<file path="src/rtl/if_fetch_queue.sv">
`timescale 1ns/1ps
// if_fetch_queue
// Instruction fetch front end. It issues sequential fetch requests under a
// credit limit (queued + outstanding <= DEPTH), tags in-order responses with
// their PCs from an issued-address FIFO, and buffers them for decode. An
// enqueued control instruction parks the unit in BR_WAIT until it is resolved
// not-taken or a redirect arrives. Responses that belong to abandoned
// requests are discarded through a drop counter.
// Build option: define IFQ_BYPASS_EN to forward a response straight to the
// decode port when the queue is empty and decode is ready.

`ifndef BEQ
`define BEQ 5'h18
`endif
`ifndef BLE
`define BLE 5'h19
`endif
`ifndef JAL
`define JAL 5'h1a
`endif
`ifndef JR
`define JR  5'h1b
`endif

module if_fetch_queue #(
    parameter int                ADDR_W   = 32,
    parameter int                DATA_W   = 32,
    parameter int                DEPTH    = 4,
    parameter logic [ADDR_W-1:0] RESET_PC = '0
) (
    input  logic              clk,
    input  logic              rst_n,
    input  logic              redirect_valid,
    input  logic [ADDR_W-1:0] redirect_pc,
    input  logic              resolve_nt,
    input  logic              stall,
    output logic              imem_req_valid,
    output logic [ADDR_W-1:0] imem_req_addr,
    input  logic              imem_req_ready,
    input  logic              imem_rsp_valid,
    input  logic [DATA_W-1:0] imem_rsp_data,
    output logic              out_valid,
    output logic [DATA_W-1:0] out_inst,
    output logic [ADDR_W-1:0] out_pc,
    input  logic              out_ready
);

    localparam int PTR_W  = $clog2(DEPTH);
    localparam int CNT_W  = PTR_W + 1;
    // Dropped responses can pile up across back-to-back flushes, so the
    // drop counter gets extra headroom over the live outstanding count.
    localparam int DROP_W = PTR_W + 3;

    typedef enum logic [0:0] {
        S_FETCH   = 1'b0,
        S_BR_WAIT = 1'b1
    } state_t;

    state_t              state_q, state_d;
    logic                run_q, run_d;
    logic [ADDR_W-1:0]   pc_q, pc_d;
    logic [ADDR_W-1:0]   ctrl_pc_q, ctrl_pc_d;
    logic [CNT_W-1:0]    out_cnt_q, out_cnt_d;
    logic [DROP_W-1:0]   drop_q, drop_d;

    logic [DATA_W-1:0]   q_data_q [DEPTH];
    logic [DATA_W-1:0]   q_data_d [DEPTH];
    logic [ADDR_W-1:0]   q_pc_q   [DEPTH];
    logic [ADDR_W-1:0]   q_pc_d   [DEPTH];
    logic [PTR_W-1:0]    q_rd_q, q_rd_d, q_wr_q, q_wr_d;
    logic [CNT_W-1:0]    q_cnt_q, q_cnt_d;

    logic [ADDR_W-1:0]   a_mem_q  [DEPTH];
    logic [ADDR_W-1:0]   a_mem_d  [DEPTH];
    logic [PTR_W-1:0]    a_rd_q, a_rd_d, a_wr_q, a_wr_d;

    logic                fire;
    logic                rsp_any;
    logic                rsp_drop;
    logic                rsp_live;
    logic                rsp_ctrl;
    logic                bypass;
    logic                enq;
    logic                deq;
    logic                credit_ok;
    logic [4:0]          rsp_op;

    assign rsp_op    = imem_rsp_data[4:0];
    assign credit_ok = (({1'b0, q_cnt_q} + {1'b0, out_cnt_q}) < (CNT_W + 1)'(DEPTH));

    assign imem_req_valid = run_q & (state_q == S_FETCH) & ~stall & ~redirect_valid & credit_ok;
    assign imem_req_addr  = pc_q;
    assign fire           = imem_req_valid & imem_req_ready;

    // Responses are consumed by pending drops first; a response with nothing
    // in flight at all is simply ignored.
    assign rsp_any  = imem_rsp_valid & ((drop_q != '0) | (out_cnt_q != '0));
    assign rsp_drop = imem_rsp_valid & (drop_q != '0);
    assign rsp_live = imem_rsp_valid & (drop_q == '0) & (out_cnt_q != '0) & ~redirect_valid;
    assign rsp_ctrl = rsp_live & (state_q == S_FETCH) &
                      ((rsp_op == `BEQ) | (rsp_op == `BLE) | (rsp_op == `JAL) | (rsp_op == `JR));

`ifdef IFQ_BYPASS_EN
    assign bypass = rsp_live & (q_cnt_q == '0) & out_ready;
`else
    assign bypass = 1'b0;
`endif

    assign enq = rsp_live & ~bypass;
    assign deq = (q_cnt_q != '0) & out_ready;

    assign out_valid = (q_cnt_q != '0) | bypass;
    assign out_inst  = bypass ? imem_rsp_data    : q_data_q[q_rd_q];
    assign out_pc    = bypass ? a_mem_q[a_rd_q]  : q_pc_q[q_rd_q];

    // Next-state: request issue, response tagging, queue, FSM and flushes.
    always_comb begin
        state_d   = state_q;
        run_d     = 1'b1;
        pc_d      = pc_q;
        ctrl_pc_d = ctrl_pc_q;
        drop_d    = drop_q;
        q_data_d  = q_data_q;
        q_pc_d    = q_pc_q;
        q_rd_d    = q_rd_q;
        q_wr_d    = q_wr_q;
        a_mem_d   = a_mem_q;
        a_rd_d    = a_rd_q;
        a_wr_d    = a_wr_q;

        if (fire) begin
            pc_d            = pc_q + ADDR_W'(1);
            a_mem_d[a_wr_q] = pc_q;
            a_wr_d          = a_wr_q + PTR_W'(1);
        end
        if (rsp_live) begin
            a_rd_d = a_rd_q + PTR_W'(1);
        end
        out_cnt_d = out_cnt_q + CNT_W'(fire) - CNT_W'(rsp_live);
        if (rsp_drop) begin
            drop_d = drop_q - DROP_W'(1);
        end

        if (enq) begin
            q_data_d[q_wr_q] = imem_rsp_data;
            q_pc_d[q_wr_q]   = a_mem_q[a_rd_q];
            q_wr_d           = q_wr_q + PTR_W'(1);
        end
        if (deq) begin
            q_rd_d = q_rd_q + PTR_W'(1);
        end
        q_cnt_d = q_cnt_q + CNT_W'(enq) - CNT_W'(deq);

        case (state_q)
            S_FETCH: begin
                // Everything issued behind the control instruction, including
                // a request firing this very cycle, becomes a drop.
                if (rsp_ctrl) begin
                    state_d   = S_BR_WAIT;
                    ctrl_pc_d = a_mem_q[a_rd_q];
                    drop_d    = DROP_W'(out_cnt_q) + DROP_W'(fire) - DROP_W'(1);
                    out_cnt_d = '0;
                    a_rd_d    = '0;
                    a_wr_d    = '0;
                end
            end
            S_BR_WAIT: begin
                if (resolve_nt) begin
                    state_d = S_FETCH;
                    pc_d    = ctrl_pc_q + ADDR_W'(1);
                end
            end
            default: state_d = S_FETCH;
        endcase

        // Redirect overrides everything, including a same-cycle resolve.
        if (redirect_valid) begin
            state_d   = S_FETCH;
            pc_d      = redirect_pc;
            drop_d    = drop_q + DROP_W'(out_cnt_q) - DROP_W'(rsp_any);
            out_cnt_d = '0;
            q_cnt_d   = '0;
            q_rd_d    = '0;
            q_wr_d    = '0;
            a_rd_d    = '0;
            a_wr_d    = '0;
        end
    end

    // State registers with asynchronous active-low reset.
    always_ff @(posedge clk or negedge rst_n) begin
        if (!rst_n) begin
            state_q   <= S_FETCH;
            run_q     <= 1'b0;
            pc_q      <= RESET_PC;
            ctrl_pc_q <= '0;
            out_cnt_q <= '0;
            drop_q    <= '0;
            q_rd_q    <= '0;
            q_wr_q    <= '0;
            q_cnt_q   <= '0;
            a_rd_q    <= '0;
            a_wr_q    <= '0;
            for (int i = 0; i < DEPTH; i++) begin
                q_data_q[i] <= '0;
                q_pc_q[i]   <= '0;
                a_mem_q[i]  <= '0;
            end
        end else begin
            state_q   <= state_d;
            run_q     <= run_d;
            pc_q      <= pc_d;
            ctrl_pc_q <= ctrl_pc_d;
            out_cnt_q <= out_cnt_d;
            drop_q    <= drop_d;
            q_rd_q    <= q_rd_d;
            q_wr_q    <= q_wr_d;
            q_cnt_q   <= q_cnt_d;
            a_rd_q    <= a_rd_d;
            a_wr_q    <= a_wr_d;
            q_data_q  <= q_data_d;
            q_pc_q    <= q_pc_d;
            a_mem_q   <= a_mem_d;
        end
    end

endmodule

</file>
<file path="config.mk">
export PLATFORM = sky130hd
export DESIGN_NAME = if_fetch_queue
export DESIGN_NICKNAME = d
export VERILOG_FILES = /design/src/rtl/if_fetch_queue.sv
export SDC_FILE = /design/constraint.sdc
export NUM_CORES = 1
export LEC_CHECK = 0
export ABC_AREA = 1
export ABC_CLOCK_PERIOD_IN_PS = 5200
export BUFFER_PORTS_ARGS = -buffer_cell sky130_fd_sc_hd__buf_2
export CAP_MARGIN = 20
export CORE_MARGIN = 1
export CORE_UTILIZATION = 40
export DETAILED_ROUTE_END_ITERATION = 12
export PLACE_DENSITY_LB_ADDON = 0.05
export SLEW_MARGIN = 20
export SYNTH_ARGS = -nofsm -noshare
export SYNTH_HDL_FRONTEND = slang
export SYNTH_SLANG_ARGS = --single-unit
</file>
<file path="constraint.sdc">
create_clock -name clk -period 5.2 [get_ports clk]
set_clock_uncertainty 0.15 [all_clocks]
set_input_delay 0.78 -clock clk [delete_from_list [all_inputs] [get_ports clk]]
set_output_delay 0.78 -clock clk [all_outputs]
set_load 0.005 [all_outputs]
</file>
==> results_dict.tcl, run 1 <==
set metrics [dict create \
    diodes 0 \
    std_cell_rows 86 \
    yosys_warnings 0 \
    ff_latch_area_um2 11700 \
    path_cells "clkinv_2 -> buf_4 -> o21ai_0 -> o22ai_1 -> buf_2" \
    cts_made_buffers 53 \
    clock-sinks 469 \
    die_area_um2 57100 \
    start_util_pct 40.6 \
    setup_ws_ps 1410 \
    setup-violations-final 0 \
    worstPathMaxFanout 49 \
    grt_pass1_wl_um 103000 \
    rsz0062_at_grt "no" \
    vias_per_cell 5.19 \
    drt_first_iter_violations 1558 \
    globalplace.congestion 0.901 \
    start_kind "register" \
    nets 2989 \
    hold_path_class "in2async" \
    worst-path-buf-inv 3 \
    ir_drop_mv 0.238 \
    synth_area_um2 22500 \
    async_flop_share_pct 100 \
    post-dp-hpwl_um 40900 \
    syn-num-nets 2904 \
    drt-pass1-iter-count 5 \
    clockRootBuffer "clkbuf_16" \
    core_um2 55300 \
    clkTransAtPathRegs_ps 60 \
    yosys.area.top_type "dfrtp_1" \
    total_leakage_power_nw 12.1 \
    required_ps 4270 \
    hold_buffers 0 \
    ios 170 \
    area_delta_synth_final_pct 13.8 \
    yosysMostFrequentCell "nand2_1" \
    antenna_found_initial 0 \
    grt_max_degree 128 \
    critPathKind "reg2out" \
    first_global_vias 18100 \
    gr-total-overflow 0 \
    final_layout_size_suffix_gt1_share_pct 10.4 \
    max-slew-margin-rel_pct 30.8 \
    clockBufferDepth 3 \
    drc 0 \
    fp.dieH_um 239 \
    period_share_pct 72.9 \
    cts_resized 0 \
    wl_um 65100 \
    cp_slowest_cell "dfrtp_4" \
    drv_slew 0 \
    syn_inst 2802 \
    ys_top_cells_by_count "721 x nand2_1, 641 x o21ai_0, 469 x dfrtp_1" \
    portBuffers 169 \
    ys_seq_area_share_pct 52.2 \
    cts_tree "done" \
    cp-end-kind "output pin" \
    clk_latency_ps 610 \
    post_cts_buffers 0 \
    ys_top_cells_by_area "dfrtp_1 52%, o21ai_0 14%, nand2_1 12%, nor2_1 5.2%, inv_1 3.0%" \
    synth.distinct_cells 41 \
    p_per_area_nw_per_um2 394 \
    synth_top_area_share_pct 52.2 \
    synth_seq_cells 469 \
    maxCapViolCount 0 \
    total_power_mw 10.1 \
    critPathArrivalTime_ps 2860 \
    n_fill_cell 5526 \
    dp_slack_ps 1840 \
    cpPeakStageDelay_ps 760 \
    avgSynthCellArea_um2 8.02 \
    crit_family "buffers and inverters" \
    fmax_ghz 0.264 \
    ys.flop_type "dfrtp_1" \
    multi_input_area_um2 9290 \
    tightest_slew_ps 1040 \
    min_period_ps 3790 \
    postRouteAntennaNets 0 \
    tns_ps 0 \
    fp.dieW_um 239 \
    vias 19100 \
    post_drt_wl_per_cell_um 17.7 \
    status "finished, final reports clean" \
    htreeDepth 2 \
    grt_usage_pct 23.0 \
    synth_edf_count 0 \
    hold_viol 0 \
]
==> state kept, by name (all words and copies together) (netlist names) <==
signal,cells
out_cnt_q,3
imem_req_addr,32
q_rd_q,2
a_rd_q,2
drop_q,5
q_data_q,128
a_mem_q,128
q_wr_q,2
run_q,1
q_pc_q,128
ctrl_pc_q,32
state_q,1
q_cnt_q,3
a_wr_q,2
==> power by group <==
group	leakage (nW)	internal, mW	switching [mW]
registers	6.42	3.90	0.217
logic	4.78	0.726	1.38
clock network	0.900	2.32	1.53
total	12.1	6.95	3.13
==> worst reg2reg max path, stage by stage, from the launching register on <==
cell and delay, ps:
dfrtp_1 370, inv_1 130, ha_1 190, nand3_2 140, nor3_4 860, nand2_8 680, mux2_4 590
==> worst paths after layout <==
| path | to | from | depth (start not counted) | slack, ps |
|---|---|---|---|---|
| max | out_inst[16] | q_rd_q[0] | 5 | 1410 |
| max reg2reg | q_pc_q[95] | drop_q[0] | 6 | 1960 |
| min in group clk | imem_req_addr[20] | redirect_pc[20] | 3 | 220 |
| max in group asynchronous | q_data_q[51] | rst_n | 2 | 3500 |
| min reg2reg | q_pc_q[68] | q_pc_q[68] | 2 | 330 |
| min | q_data_q[30] | rst_n | 1 | 40 |
==> cell families (layout without fill, tap and decap cells) <==
logic type,Yosys count,count (layout),share of synthesized area [%]
buffers and inverters,349,477,6.49
adder cells (fa/ha/maj),30,30,1.77
AND/OR/NAND/NOR,1135,1135,20.0
multiplexers,4,4,0.267
XOR/XNOR,23,23,0.897
flip-flops,469,469,52.2
other,1,1,0.0167
AO/OA/AOI/OAI,791,791,18.3
==> final cells by class <==
class                      instances  share of cell area [%]
sequential                       469                    45.9
inverter                         183                    2.69
multi-input combinational       1984                    36.3
timing repair buffer             196                    4.27
clock buffer                      81                    6.27
tap                              748                    3.66
clock inverter                    17                   0.851
==> placed cells by master, fill, tap and decap left out, types with 15 or more instances in the layout <==
master       n
clkbuf_8    15
buf_4       24
buf_2      168
ha_1        27
xor2_1      19
o22ai_1     96
a21oi_1     28
clkbuf_16   54
dfrtp_1    466
inv_1      180
nand3_1     61
nand2_1    717
nor2_1     311
o21ai_0    641
==> layer usage <==
layer	part of all wire (%)	wire (µm)	track usage, %
met2	44	28600	35.7
met4	2.6	1680	7.21
met5	0	0	0
met3	5.7	3730	3.29
met1	48	31100	33.0
==> per-stage QoR <==
step	instances	utilization [%]	cell area, µm²	hold slack (ps)
2_1_floorplan	2802	-	22500	298
3_3_place_gp	3579	42.9	23700	310
3_5_place_dp	3579	42.9	23700	318
4_1_cts	3677	46.2	25600	100
5_1_grt	3678	46.2	25600	79.3
6_report	3678	46.2	25600	37.6
(Power assumes the default switching activity.)
==> run 2, diff against run 1 <==
Settings changed: ABC_CLOCK_PERIOD_IN_PS 5200 to 3600.
Clock period 5.2 ns to 3.6 ns, I/O delays scaled along.
==> run 2 against run 1 <==
  * Setup slack lost 860 ps
  * Clock power up 35%
  * Sequential share of layout area shrank 0.52 points
==> results_dict.tcl, run 2 (synthesis gave the netlist of run 1 again) <==
set metrics [dict create \
    status "finished, final reports clean" \
    wl_um 66100 \
    min_period_ps 3050 \
    p_per_area_nw_per_um2 552 \
    period_share_pct 84.7 \
    htreeDepth 2 \
    layout_common_cells "717 x nand2_1, 641 x o21ai_0, 466 x dfrtp_1" \
    post_drt_wl_per_cell_um 17.8 \
    cp-end-kind "output pin" \
    power_frac_comb_pct 22.1 \
    grt_pass1_wl_um 105000 \
    grt_usage_pct 23.4 \
    antenna_found_initial 1 \
    drc 0 \
    rsz0062_at_grt "no" \
    clockBufferDepth 3 \
    ir_drop_mv 0.376 \
    switching_share_pct 31.6 \
    fmax_ghz 0.328 \
    placed_area_um2 23900 \
    postRouteAntennaNets 0 \
    p_int_mw 9.77 \
    drt-pass1-iter-count 6 \
    vias 19500 \
    tns_ps 0 \
    layout.cells.non_filler 3712 \
    n_fill_cell 5611 \
    area_delta_synth_final_pct 15.1 \
    post-dp-hpwl_um 42700 \
    reg_top3 "a_mem_q x128, q_data_q x128, q_pc_q x128" \
    final_layout_size_suffix_gt1_share_pct 10.5 \
    drt_first_iter_violations 1498 \
    crit_family "buffers and inverters" \
    clkTransAtPathRegs_ps 60 \
    cts_made_buffers 53 \
    start_kind "register" \
    cts_tree "done" \
    holdPathStages 3 \
    cp_slowest_cell "dfrtp_2" \
    critPathKind "reg2out" \
    final_area_um2 25900 \
    post_cts_buffers 0 \
    maxCapViolCount 0 \
    gr-total-overflow 0 \
    globalplace.congestion 0.912 \
    p_seq_share_pct 41.4 \
    dp_cells 3592 \
    clkPwrFrac_pct 36.5 \
    worstPathMaxFanout 43 \
    path_cells "inv_2 -> buf_12 -> o21ai_0 -> o22ai_1 -> buf_2" \
    worst-path-buf-inv 3 \
    clk_latency_ps 610 \
    power_switching_mw 4.51 \
    total_leakage_power_nw 12.2 \
    cts_resized 0 \
    hold_path_class "in2reg" \
    total_power_mw 14.3 \
    fp.dieW_um 239 \
    die_area_um2 57100 \
    drv_slew 0 \
    setup-violations-final 0 \
    path_depth 5 \
    core_um2 55300 \
    critPathArrivalTime_ps 2360 \
    ff2ff_path_depth 14 \
    cpPeakStageDelay_ps 600 \
    reg2reg_slack_ps 730 \
    hold_viol 0 \
    clock-sinks 469 \
    tightest_slew_ps 781 \
    std_cell_rows 86 \
    first_global_vias 18300 \
    layout_commonest_cell "nand2_1" \
    grt_max_degree 130 \
    fin_util_pct 46.8 \
    required_ps 2910 \
    max-slew-margin-rel_pct 47.9 \
    ios 170 \
    vias_per_cell 5.24 \
    start_util_pct 40.6 \
    clockRootBuffer "clkbuf_16" \
    fp.dieH_um 239 \
    portBuffers 169 \
    nets 3025 \
]
[run 2: cell types whose count changed in the layout (fill, tap and decap cells not counted)]
cell / delta
inv_16: -1
clkinvlp_4: +2
buf_8: -1
clkbuf_16: -1
clkinv_2: -4
clkbuf_8: +1
diode_2: +1
dlygate4sd3_1: +24
inv_6: +2
bufinv_16: -4
clkbuf_1: +3
clkinv_8: -1
buf_12: +9
buf_4: +4
[run 2: layout make-up]
| cell class | count | area [µm²] | share of cell area (%) |
|---|---|---|---|
| Antenna cell | 1 | 2.50 | 0.00968 |
| Clock buffer | 84 | 1600 | 6.20 |
| Clock inverter | 11 | 73.8 | 0.285 |
| Inverter | 183 | 688 | 2.66 |
| Multi-Input combinational cell | 1984 | 9290 | 35.9 |
| Sequential cell | 469 | 11700 | 45.4 |
| Tap cell | 748 | 936 | 3.62 |
| Timing Repair Buffer | 232 | 1530 | 5.90 |
[run 2: repair_timing]
item                                    in CTS  in global routing
endpoints found under the hold margin       64                  0
hold buffers                                24                  0
endpoints found under the setup margin       0                  0
[run 2: stage by stage]
stage | setup slack [ps] | hold slack (ps)
2_1_floorplan | 1050 | 94.4
3_3_place_gp | 846 | 310
3_5_place_dp | 768 | 317
4_1_cts | 483 | 6.77
5_1_grt | 432 | 27.6
6_report | 552 | 35.2
[run 2: power by group through the flow]
stage | clock (mW) | sequential (mW) | combinational [mW]
3_5_place_dp | 0 | 6.00 | 3.17
3_3_place_gp | 0 | 6.00 | 3.13
5_1_grt | 5.55 | 5.96 | 3.59
4_1_cts | 5.35 | 5.91 | 3.20
2_1_floorplan | 0 | 5.92 | 1.86
6_report | 5.21 | 5.92 | 3.16
[run 2: path summary, 6_finish.rpt]
| path | start | end |
|---|---|---|
| max | q_rd_q[1] | out_pc[4] |
| min | redirect_pc[6] | imem_req_addr[6] |
| max reg2reg | drop_q[0] | drop_q[4] |
| min reg2reg | q_data_q[82] | q_data_q[82] |
| max in group asynchronous | rst_n | a_wr_q[0] |
| min in group asynchronous | rst_n | q_data_q[125] |
[run 2: layer usage]
layer  GRT usage, %  wire length (µm)
met1           33.7             31500
met2           36.8             29700
met3           3.37              3500
met4           5.89              1370
met5              0                 0
[run 2: worst register-to-register path, cell delays in order, from the launching register on]
cell and delay (ps):
dfrtp_1 380, inv_1 120, ha_1 180, nand3_2 130, nand2_1 170, nand2_1 80
ha_1 270, inv_1 50, ha_1 160, inv_1 50, fa_1 400, o21ai_0 220
a21oi_1 110, o21ai_0 170, o21ai_0 100
==> run 3, diff against run 2 <==
Settings changed: ABC_AREA 1 to 0, ABC_CLOCK_PERIOD_IN_PS 3600 to 2470.
Clock period 3.6 ns to 2.47 ns, I/O delays scaled along.
==> run 3 against run 2 <==
  * The run now ends with negative setup slack left
  * Sequential cell count unchanged
  * Die area is 1.8% lower
  * Sequential share of layout area down 5.8 points
  * Core utilization rose by 8.1 points
  * First-iteration DRC count fell by 41%
  * Setup slack lost 1000 ps
  * Critical path type is now reg2reg
  * Largest cell class unchanged
==> results_dict.tcl, run 3 <==
set metrics [dict create \
    antenna_found_initial 2 \
    worst_r2r_startpoint "drop_q[0]" \
    hold_viol 0 \
    area_delta_synth_final_pct 34.5 \
    grt_usage_pct 23.1 \
    drc 0 \
    period_share_pct 119 \
    die_area_um2 56100 \
    fp.dieH_um 237 \
    first_global_vias 15600 \
    ys_top_cells_by_area "dfrtp_1 53%, mux2_2 20%, mux4_2 9.8%, xnor2_1 1.7%, ha_1 1.5%" \
    vias 14800 \
    min_period_ps 2950 \
    synth_top_area_share_pct 53.2 \
    reg2reg_slack_ps -480 \
    start_kind "register" \
    critPathKind "reg2reg" \
    yosysMostFrequentCell "dfrtp_1" \
    nets 2070 \
    synth_seq_cells 469 \
    n_fill_cell 4468 \
    status "finished with violations" \
    post-dp-hpwl_um 38700 \
    layout_commonest_cell "dfrtp_1" \
    clk_latency_ps 590 \
    rsz0062_at_grt "yes" \
    cts_made_buffers 52 \
    cts_tree "done" \
    ios 170 \
    grt_max_degree 63 \
    fp.dieW_um 237 \
    hold_ws_ps 85.8 \
    yosys.area.top_type "dfrtp_1" \
    critPathArrivalTime_ps 3260 \
    fmax_ghz 0.339 \
    required_ps 2780 \
    syn_inst 1552 \
    async_flop_share_pct 100 \
    hold_path_class "in2reg" \
    postRouteAntennaNets 0 \
    clockRootBuffer "clkbuf_16" \
    syn-num-nets 1654 \
    ir_drop_mv 0.501 \
    tns_ps -94090 \
    setup-violations-final 367 \
    synth_area_um2 22100 \
    std_cell_rows 85 \
    setup_ws_ps -479 \
    tightest_slew_ps 664 \
    portBuffers 169 \
    vias_per_cell 5.45 \
    yosys_warnings 0 \
    p_per_area_nw_per_um2 715 \
    cp-startpoint "drop_q[0]" \
    clock-sinks 469 \
    max-slew-margin-rel_pct 55.8 \
    cp-end-kind "register" \
    drt-pass1-iter-count 7 \
    globalplace.congestion 0.796 \
    violations "negative setup slack" \
    drv_slew 0 \
    htreeDepth 2 \
    total_leakage_power_nw 13.9 \
    avgSynthCellArea_um2 14.2 \
    start_util_pct 40.7 \
    core_um2 54100 \
    clkTransAtPathRegs_ps 60 \
    maxCapViolCount 0 \
    gr-total-overflow 0 \
    post_drt_wl_per_cell_um 23.7 \
    clockBufferDepth 3 \
    ff2ff_path_depth 14 \
    ys.flop_type "dfrtp_1" \
    ys_seq_area_share_pct 53.2 \
    final_layout_size_suffix_gt1_share_pct 50.7 \
    synth.distinct_cells 53 \
    layout_common_cells "466 x dfrtp_1, 237 x mux2_2, 162 x mux2_4" \
    grt_pass1_wl_um 97500 \
    reg_top3 "a_mem_q x128, q_data_q x128, q_pc_q x128" \
    critPathCapture "drop_q[4]" \
    wl_um 64000 \
    drt_first_iter_violations 884 \
    worstPathMaxFanout 2 \
    synth_edf_count 0 \
    r2r-end "drop_q[4]" \
    ys_top_cells_by_count "469 x dfrtp_1, 399 x mux2_2, 96 x mux4_2" \
]
[run 3: changes by cell type after synthesis, sizes merged, moves of 96 or more]
cell / previous run / this run
inv: 183 / 40
mux4: 0 / 96
o21ai: 653 / 30
mux2: 4 / 399
nor2: 312 / 29
nand2: 726 / 63
[run 3: cells by family after synthesis]
| family | count (synthesis) | share of synthesized area, % |
|---|---|---|
| compound gates | 102 | 3.04 |
| xor+xnor | 63 | 2.50 |
| fa+ha+maj | 30 | 1.80 |
| buf+inv | 146 | 3.14 |
| flops | 469 | 53.2 |
| mux | 502 | 30.5 |
| other cells | 1 | 0.0170 |
| simple gates | 239 | 5.80 |
[run 3: final cells by class]
type / count / area [µm²] / share of cell area (%)
Sequential cell: 469 / 11700 / 39.6
Clock inverter: 21 / 234 / 0.789
Multi-Input combinational cell: 937 / 10400 / 35.0
Inverter: 40 / 150 / 0.506
Clock buffer: 74 / 1550 / 5.21
Tap cell: 696 / 871 / 2.93
Antenna cell: 1 / 2.50 / 0.00843
Timing Repair Buffer: 468 / 4730 / 16.0
[run 3: power breakdown]
group	internal [mW]	leakage, nW	switching, mW
clock network	4.86	0.896	3.22
registers	8.17	6.36	0.303
logic	2.41	6.64	2.27
[run 3: through the flow]
| stage | power, mW | cells | utilization (%) | setup WS, ps | area [µm²] |
|---|---|---|---|---|---|
| finish | 21.2 | 2706 | 54.8 | -479 | 29700 |
| global route | 22.2 | 2706 | 54.8 | -617 | 29700 |
| CTS | 21.4 | 2696 | 53.6 | -505 | 29000 |
| detailed placement | 12.3 | 2453 | 45.8 | -535 | 24800 |
| global placement | 12.2 | 2453 | 45.8 | -495 | 24800 |
| floorplan | 10.7 | 1552 | - | -528 | 22200 |
[run 3: worst max-delay path: stages, from the launching register on]
cell and delay, ps:
dfrtp_1 390, inv_2 80, ha_4 120, or4b_4 460
o41a_1 370, ha_4 290, inv_2 40, ha_4 150
inv_2 50, fa_2 200, inv_1 40, a21o_1 150
a21oi_2 140, xnor2_1 120, mux2i_1 90
[run 3: layer usage]
metal	track usage (%)	share of wire (%)	up-vias
met5	0	0	-
met4	6.95	2.3	0
met3	3.16	3.9	86
met2	36.9	48	316
met1	32.6	46	7800
li1	-	-	6558
[run 3: worst min path at each step]
stage / depth (start not counted) / slack, ps / endpoint / startpoint
2_1_floorplan: 0 / -80 / a_mem_q[0] / rst_n
3_3_place_gp: 1 / 250 / q_data_q[121] / rst_n
3_5_place_dp: 1 / 250 / q_data_q[121] / rst_n
4_1_cts: 3 / 30 / state_q / resolve_nt
5_1_grt: 3 / 90 / state_q / resolve_nt
6_report: 3 / 90 / state_q / resolve_nt
[run 3: repair_timing]
item / 4_1_cts / 5_1_grt
endpoints found under the hold margin: 204 / 0
buffers inserted: 52 / 22
gates resized for setup: 144 / 167
gates cloned: 30 / 6
hold buffers: 66 / 0
pin swaps: 10 / 8
endpoints found under the setup margin: 362 / 386
